### src/rtl/iob_ibus_prefetch.sv
`default_nettype none
// ============================================================================
// Module      : iob_ibus_prefetch
// Description : Sequential instruction prefetch buffer between the CPU
//               instruction bus and instruction memory. Fetches that match
//               the next expected word are answered from a small FIFO in the
//               same cycle. The following words are fetched speculatively,
//               and the stream restarts on any non-sequential fetch.
//               Both sides use a valid/ready protocol. At most one memory
//               transaction is outstanding at any time.
// Ports       : clk             clock, all state on rising edge
//               resetn          asynchronous active-low reset
//               c_valid/c_addr  CPU fetch request (address bits [1:0] ignored)
//               c_rdata/c_ready fetched word and combinational completion
//               m_valid/m_addr  registered memory request (word aligned)
//               m_rdata/m_ready memory read data and completion
// Revision    : 1.0 - initial release
// ============================================================================
module iob_ibus_prefetch #(
    parameter int ADDR_W = 32,
    parameter int DATA_W = 32,
    parameter int DEPTH  = 2
) (
    input  logic              clk,
    input  logic              resetn,
    input  logic              c_valid,
    input  logic [ADDR_W-1:0] c_addr,
    output logic [DATA_W-1:0] c_rdata,
    output logic              c_ready,
    output logic              m_valid,
    output logic [ADDR_W-1:0] m_addr,
    input  logic [DATA_W-1:0] m_rdata,
    input  logic              m_ready
);

    localparam int CNT_W = $clog2(DEPTH + 1);
    localparam int IDX_W = (DEPTH > 1) ? $clog2(DEPTH) : 1;

    localparam logic [ADDR_W-1:0] C_WORD_STEP = ADDR_W'(DATA_W / 8);
    localparam logic [CNT_W-1:0]  C_DEPTH     = CNT_W'(DEPTH);
    localparam logic [IDX_W-1:0]  C_IDX_MASK  = IDX_W'(DEPTH - 1);

    localparam logic [0:0] S_IDLE  = 1'b0;
    localparam logic [0:0] S_FETCH = 1'b1;

    // Registered state
    logic [0:0]        r_state;
    logic [ADDR_W-1:0] r_head_addr;
    logic [ADDR_W-1:0] r_fetch_addr;
    logic [CNT_W-1:0]  r_count;
    logic              r_stream_valid;
    logic              r_discard;
    logic [ADDR_W-1:0] r_m_addr;
    logic [DATA_W-1:0] r_fifo [0:DEPTH-1];

    // Next-state and classification
    logic [0:0]        w_state_nxt;
    logic [ADDR_W-1:0] w_head_nxt;
    logic [ADDR_W-1:0] w_fetch_nxt;
    logic [CNT_W-1:0]  w_count_nxt;
    logic              w_stream_nxt;
    logic              w_discard_nxt;
    logic [ADDR_W-1:0] w_m_addr_nxt;
    logic              w_push;
    logic              w_issue;

    logic [ADDR_W-1:0] w_a;
    logic              w_busy;
    logic              w_seq;
    logic              w_hit;
    logic              w_fwd;
    logic              w_miss;
    logic              w_mem_done;
    logic [IDX_W-1:0]  w_rd_idx;
    logic [IDX_W-1:0]  w_wr_idx;
    logic              w_unused_addr_lsb;

    assign w_unused_addr_lsb = ^c_addr[1:0];

    assign w_a        = {c_addr[ADDR_W-1:2], 2'b00};
    assign w_busy     = (r_state == S_FETCH);
    assign w_seq      = r_stream_valid && (w_a == r_head_addr);
    assign w_hit      = c_valid && w_seq && (r_count != '0);
    assign w_fwd      = c_valid && w_seq && (r_count == '0) && w_busy && !r_discard;
    assign w_miss     = c_valid && !w_seq;
    assign w_mem_done = w_busy && m_ready;

    // FIFO words live at consecutive addresses, so the slot of a word is
    // simply its word address modulo DEPTH; no separate pointers needed.
    assign w_rd_idx = r_head_addr[2 +: IDX_W] & C_IDX_MASK;
    assign w_wr_idx = r_fetch_addr[2 +: IDX_W] & C_IDX_MASK;

    assign c_ready = w_hit || (w_fwd && m_ready);
    assign c_rdata = w_hit ? r_fifo[w_rd_idx] : m_rdata;
    assign m_valid = w_busy;
    assign m_addr  = r_m_addr;

    always_comb begin
        w_state_nxt   = r_state;
        w_head_nxt    = r_head_addr;
        w_fetch_nxt   = r_fetch_addr;
        w_count_nxt   = r_count;
        w_stream_nxt  = r_stream_valid;
        w_discard_nxt = r_discard;
        w_m_addr_nxt  = r_m_addr;
        w_push        = 1'b0;

        if (w_miss) begin
            // Restart the stream at A. A completing fetch in this cycle is
            // simply dropped; a still-pending one must be discarded later.
            w_count_nxt   = '0;
            w_head_nxt    = w_a;
            w_fetch_nxt   = w_a;
            w_stream_nxt  = 1'b1;
            w_discard_nxt = w_busy && !m_ready;
        end else begin
            if (w_mem_done) begin
                if (r_discard) begin
                    w_discard_nxt = 1'b0;
                end else begin
                    // A forwarded word is consumed directly and never stored.
                    w_push      = !w_fwd;
                    w_fetch_nxt = r_fetch_addr + C_WORD_STEP;
                end
            end
            if (w_hit || (w_fwd && m_ready)) begin
                w_head_nxt = r_head_addr + C_WORD_STEP;
            end
            w_count_nxt = r_count + CNT_W'(w_push) - CNT_W'(w_hit);
        end

        w_issue = w_stream_nxt && (w_count_nxt < C_DEPTH);

        case (r_state)
            S_IDLE: begin
                if (w_issue) begin
                    w_state_nxt  = S_FETCH;
                    w_m_addr_nxt = w_fetch_nxt;
                end
            end
            default: begin
                // Request is held stable until memory completes it.
                if (m_ready) begin
                    if (w_issue) begin
                        w_m_addr_nxt = w_fetch_nxt;
                    end else begin
                        w_state_nxt = S_IDLE;
                    end
                end
            end
        endcase
    end

    always_ff @(posedge clk or negedge resetn) begin
        if (!resetn) begin
            r_state        <= S_IDLE;
            r_head_addr    <= '0;
            r_fetch_addr   <= '0;
            r_count        <= '0;
            r_stream_valid <= 1'b0;
            r_discard      <= 1'b0;
            r_m_addr       <= '0;
        end else begin
            r_state        <= w_state_nxt;
            r_head_addr    <= w_head_nxt;
            r_fetch_addr   <= w_fetch_nxt;
            r_count        <= w_count_nxt;
            r_stream_valid <= w_stream_nxt;
            r_discard      <= w_discard_nxt;
            r_m_addr       <= w_m_addr_nxt;
        end
    end

    // Data storage carries no reset; occupancy is tracked by r_count.
    always_ff @(posedge clk) begin
        if (w_push) begin
            r_fifo[w_wr_idx] <= m_rdata;
        end
    end

endmodule
`default_nettype wire

### config.mk
export PLATFORM = sky130hd
export DESIGN_NAME = iob_ibus_prefetch
export DESIGN_NICKNAME = d
export VERILOG_FILES = /design/src/rtl/iob_ibus_prefetch.sv
export SDC_FILE = /design/constraint.sdc
export NUM_CORES = 1
export LEC_CHECK = 0
export ABC_AREA = 1
export CAP_MARGIN = 40
export CORE_ASPECT_RATIO = 1.1
export CORE_MARGIN = 2
export CORE_UTILIZATION = 40
export CTS_CLUSTER_DIAMETER = 30
export DETAILED_ROUTE_END_ITERATION = 8
export PLACE_DENSITY = 0.66
export SLEW_MARGIN = 20
export SYNTH_ARGS = -nofsm -noshare
export SYNTH_HDL_FRONTEND = slang
export SYNTH_SLANG_ARGS = --single-unit
### constraint.sdc
create_clock -name clk -period 5.49 [get_ports clk]
set_input_delay 1.098 -clock clk [delete_from_list [all_inputs] [get_ports clk]]
set_output_delay 1.098 -clock clk [all_outputs]
set_load 0.05 [all_outputs]
==> results of run 1 <==
state kept, by name, summed over array words and instances (netlist names):
name	flops
r_discard	1
m_valid	1
r_stream_valid	1
m_addr	32
r_fifo	64
r_fetch_addr	32
r_count	2
r_head_addr	30
synth_stat cells (all sizes together):
library cell    n
nand3         115
xor2           28
a21oi           3
or2             3
edfxtp         64
nand4          16
o21ai          63
nand3b          1
nor2           77
nor3           18
clkbuf          4
dfrtp          99
xnor2          13
mux2i          32
nand2         406
inv           105
a31oi           1
o21bai          1
a21o            1
buf            33
nor4            1
ha              4
per-layer routing:
metal,vias up,routed length (um)
li1,3762,-
met5,-,0
met1,3499,10300
met2,204,10900
met3,19,1780
met4,0,378
power by group:
group          total [mW]  switching [mW]  internal (mW)
Sequential           1.45          0.0808           1.37
Combinational       0.744           0.475          0.269
Clock                1.21           0.583          0.625
cell type report:
type	count	area share
sequential	163	0.388
tap	295	0.0325
timing repair buffer	140	0.150
clock buffer	17	0.0375
clock inverter	15	0.0169
inverter	105	0.0347
multi-input combinational	783	0.340
stage by stage:
step	utilization	setup WS, ns	hold slack [ns]	total power [mW]
2_1_floorplan	-	1.65	0.426	1.92
3_3_place_gp	0.486	0.833	0.446	2.21
3_5_place_dp	0.487	0.818	0.448	2.21
4_1_cts	0.515	0.813	0.463	3.43
5_1_grt	0.515	0.567	0.506	3.56
6_report	0.515	0.805	0.461	3.40
worst paths after layout:
kind,start,end,slack (ns),depth (start not counted)
worst max register to register,r_head_addr[8],m_addr[0],2.26,19
worst min register to register,r_fetch_addr[1],r_fetch_addr[1],0.46,2
max in group asynchronous,resetn,m_addr[0],3.68,2
min in group asynchronous,resetn,r_head_addr[6],0.70,1
worst max-delay path,c_addr[11],c_rdata[22],0.81,15
worst min-delay path,r_fetch_addr[1],r_fetch_addr[1],0.46,2
logic make-up (layout without fill, tap and decap cells):
group / Yosys count / after routing / synth area share
AND/OR/NAND/NOR: 637 / 637 / 0.301
flip-flops: 163 / 163 / 0.493
buffers and inverters: 142 / 277 / 0.0755
AO/OA/AOI/OAI: 69 / 69 / 0.0491
XOR/XNOR: 41 / 41 / 0.0402
adder cells (fa/ha/maj): 4 / 4 / 0.00561
multiplexers: 32 / 32 / 0.0359
critical path, stage by stage:
cell	delay [ns]
clkdlybuf4s50_1	0.55
inv_1	0.07
o21ai_0	0.21
nor2_1	0.08
nand2_1	0.07
nor2_1	0.04
nand2_1	0.06
nor2_2	0.05
nand2_1	0.12
inv_2	0.06
nand2_2	0.06
buf_4	0.60
nand2_1	0.11
o21ai_1	0.18
buf_12	0.17
==> run metrics, run 1 <==
post-synth top area share 0.278; final wirelength 23.4 mm; Longest Clk Path Bufs 2; vias 7484; H-tree Lvls 4; Register Area 4400 um^2; core footprint 22000 um^2; IO Count 134; Rel. slew slack 0.483; FMAX 0.213 GHz; global route total overflow 0; CTS tree yes; Syn Inst Count 1088; Crit Path Max Fanout 64; Placed Cells 1486; Reg clk slew, reported paths 0.06 ns; Clock Sinks 163; Top Usage Layer GRT met2; Setup Crit Path Kind input port to output port; largest net degree at the start of global routing 65; #FFs+latches synth 163; DR WL/cell 15.4 um; # fillers 2043; die footprint 23500 um^2; final setup TNS 0 ns; PD cells 299 nW/um^2; commonest non-fill, non-tap cell in the layout nand2_1; HPWL Detailed 17.1 mm; first-pass GRT wire length 37.7 mm; initial antenna violation count 0; Cell Area, Synth 8930 um^2; area delta synth->final 27.1%; commonest non-fill, non-tap cells in the layout nand2_1 (401), nand3_1 (113), clkdlybuf4s50_1 (98), dfrtp_1 (98), inv_1 (97); fraction of the cycle the final worst path needs 0.853; top cell type by total area after synthesis dfrtp_1; status finished clean; Netlist cell types 33; insertion delay to the later sink of the worst-skew pair 0.43 ns; Tmin final 4.68 ns; Setup Skew 0.0191 ns; sequential area share after synthesis 0.493; worst endpoint required time 4.39 ns; GPL Wtd Cong 0.940; gr usage total 0.203; syn_area_per_cell 8.21 um^2; Setup Fix Bufs, Post-CTS 0; Hold WC Path Type flop to flop; Root Buffer clkbuf_16; startpoint type of the worst setup path input port; top cells by area, synth dfrtp_1 (28%), edfxtp_1 (22%), nand2_1 (17%), nand3_1 (6.3%), inv_1 (4.1%); vias in the first global route 7269; PortBufs 131; TritonCTS Buffers 17; diode count 0; setup violators final 0; RSZ-0062 raised after global routing false; layout cells sized above 1 0.106; synth warn 0; Post-route DRC 0; Post-Syn Nets 1160; final hold vios 0; DRT antenna net count 0; grt met1 use 0.268; Non-Filler Instances 1518; fin area 11300 um^2; Least-Margin Pin Slew 0.776 ns; area occupied by multi-input gates 3860 um^2; CP Capture Type output port; drt pass-1 iters 5; GRT met3 Usage 0.0608; nets 1282; max-slew violation count 0; die height 161 um; vias per cell 4.93; post-CTS sizing 0; GRT met2 Usage 0.324; Die W 146 um; Core Rows 57; hold_buf cts 0; VDD IR max 0.290 mV; DP Area 10700 um^2; maxcap violations 0; Worst Path Arrival 3.59 ns; initial DRC count 536; leakage power 5.25 nW; initial core utilization 0.405
Power figures use the tool's default switching activity.
==> run 2, diff against run 1 <==
--- a/config.mk
+++ b/config.mk
@@ -7,7 +7,6 @@
 export LEC_CHECK = 0
 export ABC_AREA = 1
 export CAP_MARGIN = 40
-export CORE_ASPECT_RATIO = 1.1
 export CORE_MARGIN = 2
 export CORE_UTILIZATION = 40
 export CTS_CLUSTER_DIAMETER = 30
==> constraint.sdc (replaced) <==
create_clock -name clk -period 5.9 [get_ports clk]
set_input_delay 1.18 -clock clk [delete_from_list [all_inputs] [get_ports clk]]
set_output_delay 1.18 -clock clk [all_outputs]
set_load 0.05 [all_outputs]
==> run 2 against run 1 <==
Sequential share of layout area up 1.3 points. Highest routed layer unchanged. Largest power group unchanged. Critical path type unchanged. Clock power about the same. Via count down 0.29%. Utilization down 1.3 points. First-iteration DRC count down 2.1%.
==> run metrics, run 2 (same netlist as run 1, synthesis figures left out) <==
max layer used met4; first-pass GRT wire length 38.1 mm; PortBufs 131; Overall Power 3.20 mW; fin area 11000 um^2; startpoint type of the worst setup path input port; largest net degree at the start of global routing 63; worst endpoint required time 4.72 ns; layout cells sized above 1 0.108; TritonCTS Buffers 17; DR WL/cell 15.8 um; global route total overflow 0; Crit Path Max Fanout 29; final hold vios 0; area delta synth->final 23.1%; max FFs per register 64; Clock Sinks 163; final core utilization 0.502; Placed Cells 1472; WL met3 1.60 mm; final setup TNS 0 ns; Longest Clk Path Bufs 2; vias 7462; commonest non-fill, non-tap cell in the layout nand2_1; nets 1284; initial DRC count 525; initial core utilization 0.408; status finished clean; Die W 153 um; Reg clk slew, reported paths 0.07 ns; max-slew violation count 0; met2 routed WL 10.9 mm; die height 153 um; Post-route DRC 0; Register Area 4400 um^2; Tmin final 4.91 ns; Root Buffer clkbuf_16; Worst Path Arrival 3.73 ns; drt pass-1 iters 7; Setup Fix Bufs, Post-CTS 0; Least-Margin Pin Slew 0.692 ns; VDD IR max 0.233 mV; Setup Crit Path Kind input port to output port; area occupied by multi-input gates 3860 um^2; gr usage total 0.206; met1 wire length 10.9 mm; vias per cell 4.96; core footprint 21900 um^2; FMAX 0.204 GHz; post-CTS sizing 0; setup violators final 0; leakage power 5.14 nW; maxcap violations 0; GPL Wtd Cong 0.946; Hold WC Path Type flop to flop; initial antenna violation count 0; vias in the first global route 7179; Core Rows 54; Non-Filler Instances 1505; Rel. slew slack 0.538; # fillers 2102; IO Count 134; die footprint 23500 um^2; DRT antenna net count 0; commonest non-fill, non-tap cells in the layout nand2_1 (401), nand3_1 (113), clkdlybuf4s50_1 (98), dfrtp_1 (98), inv_1 (97); CP Capture Type output port; insertion delay to the later sink of the worst-skew pair 0.44 ns; fraction of the cycle the final worst path needs 0.833; final wirelength 23.7 mm; DP Area 10300 um^2; Setup Skew 0.0132 ns; H-tree Lvls 4; RSZ-0062 raised after global routing false; diode count 0; hold_buf cts 0; HPWL Detailed 17.2 mm; Largest Register r_fifo; CTS tree yes; PD cells 291 nW/um^2
[run 2: changes by cell type in the layout (fill, tap and decap cells not counted), sizes merged]
cell	previous run	this run
clkinv	7	4
buf	42	44
inv	113	115
bufinv	0	1
[run 2: layout make-up]
class	count	share of cell area
Sequential cell	163	0.400
Multi-Input combinational cell	783	0.351
Timing Repair Buffer	142	0.122
Clock buffer	17	0.0387
Inverter	105	0.0359
Tap cell	280	0.0319
Clock inverter	15	0.0196
[run 2: metal layers]
| layer | vias to the layer above | GRT usage |
|---|---|---|
| met1 | 3490 | 0.277 |
| met2 | 194 | 0.331 |
| li1 | 3758 | - |
| met4 | 0 | 0.0502 |
| met5 | - | 0 |
| met3 | 20 | 0.0593 |
[run 2: critical path: stages]
cell and delay [ns]:
clkdlybuf4s50_1 0.58, inv_1 0.09, nand2_1 0.07, nand2_1 0.05, nor2_1 0.10, nand2_1 0.06, nor2_1 0.10, nand2_1 0.07
nor2_2 0.13, nand2_1 0.13, inv_2 0.10, nand2_2 0.34, buf_4 0.36, o21ai_2 0.13, buf_4 0.21
[run 2: final timing paths]
path	slack, ns	cells after the start	from	end
min in group asynchronous	0.56	1	resetn	r_head_addr[7]
hold / removal	0.46	2	r_fetch_addr[1]	r_fetch_addr[1]
hold reg to reg	0.46	2	r_fetch_addr[1]	r_fetch_addr[1]
setup reg to reg	2.18	19	r_head_addr[8]	m_addr[0]
setup / recovery	0.99	15	c_addr[18]	c_rdata[14]
max in group asynchronous	4.32	3	resetn	m_addr[1]
[run 2: report_power, final]
group / internal, mW / leakage (nW) / total, mW / switching, mW
Sequential: 1.27 / 1.80 / 1.34 / 0.0730
Clock: 0.628 / 0.311 / 1.19 / 0.565
Combinational: 0.224 / 3.02 / 0.662 / 0.438
[run 2: per-stage QoR]
| step | hold slack, ns | worst slack [ns] |
|---|---|---|
| floorplan | 0.426 | 1.90 |
| global placement | 0.446 | 0.957 |
| detailed placement | 0.456 | 0.891 |
| CTS | 0.473 | 0.956 |
| global route | 0.489 | 0.751 |
| finish | 0.461 | 0.988 |
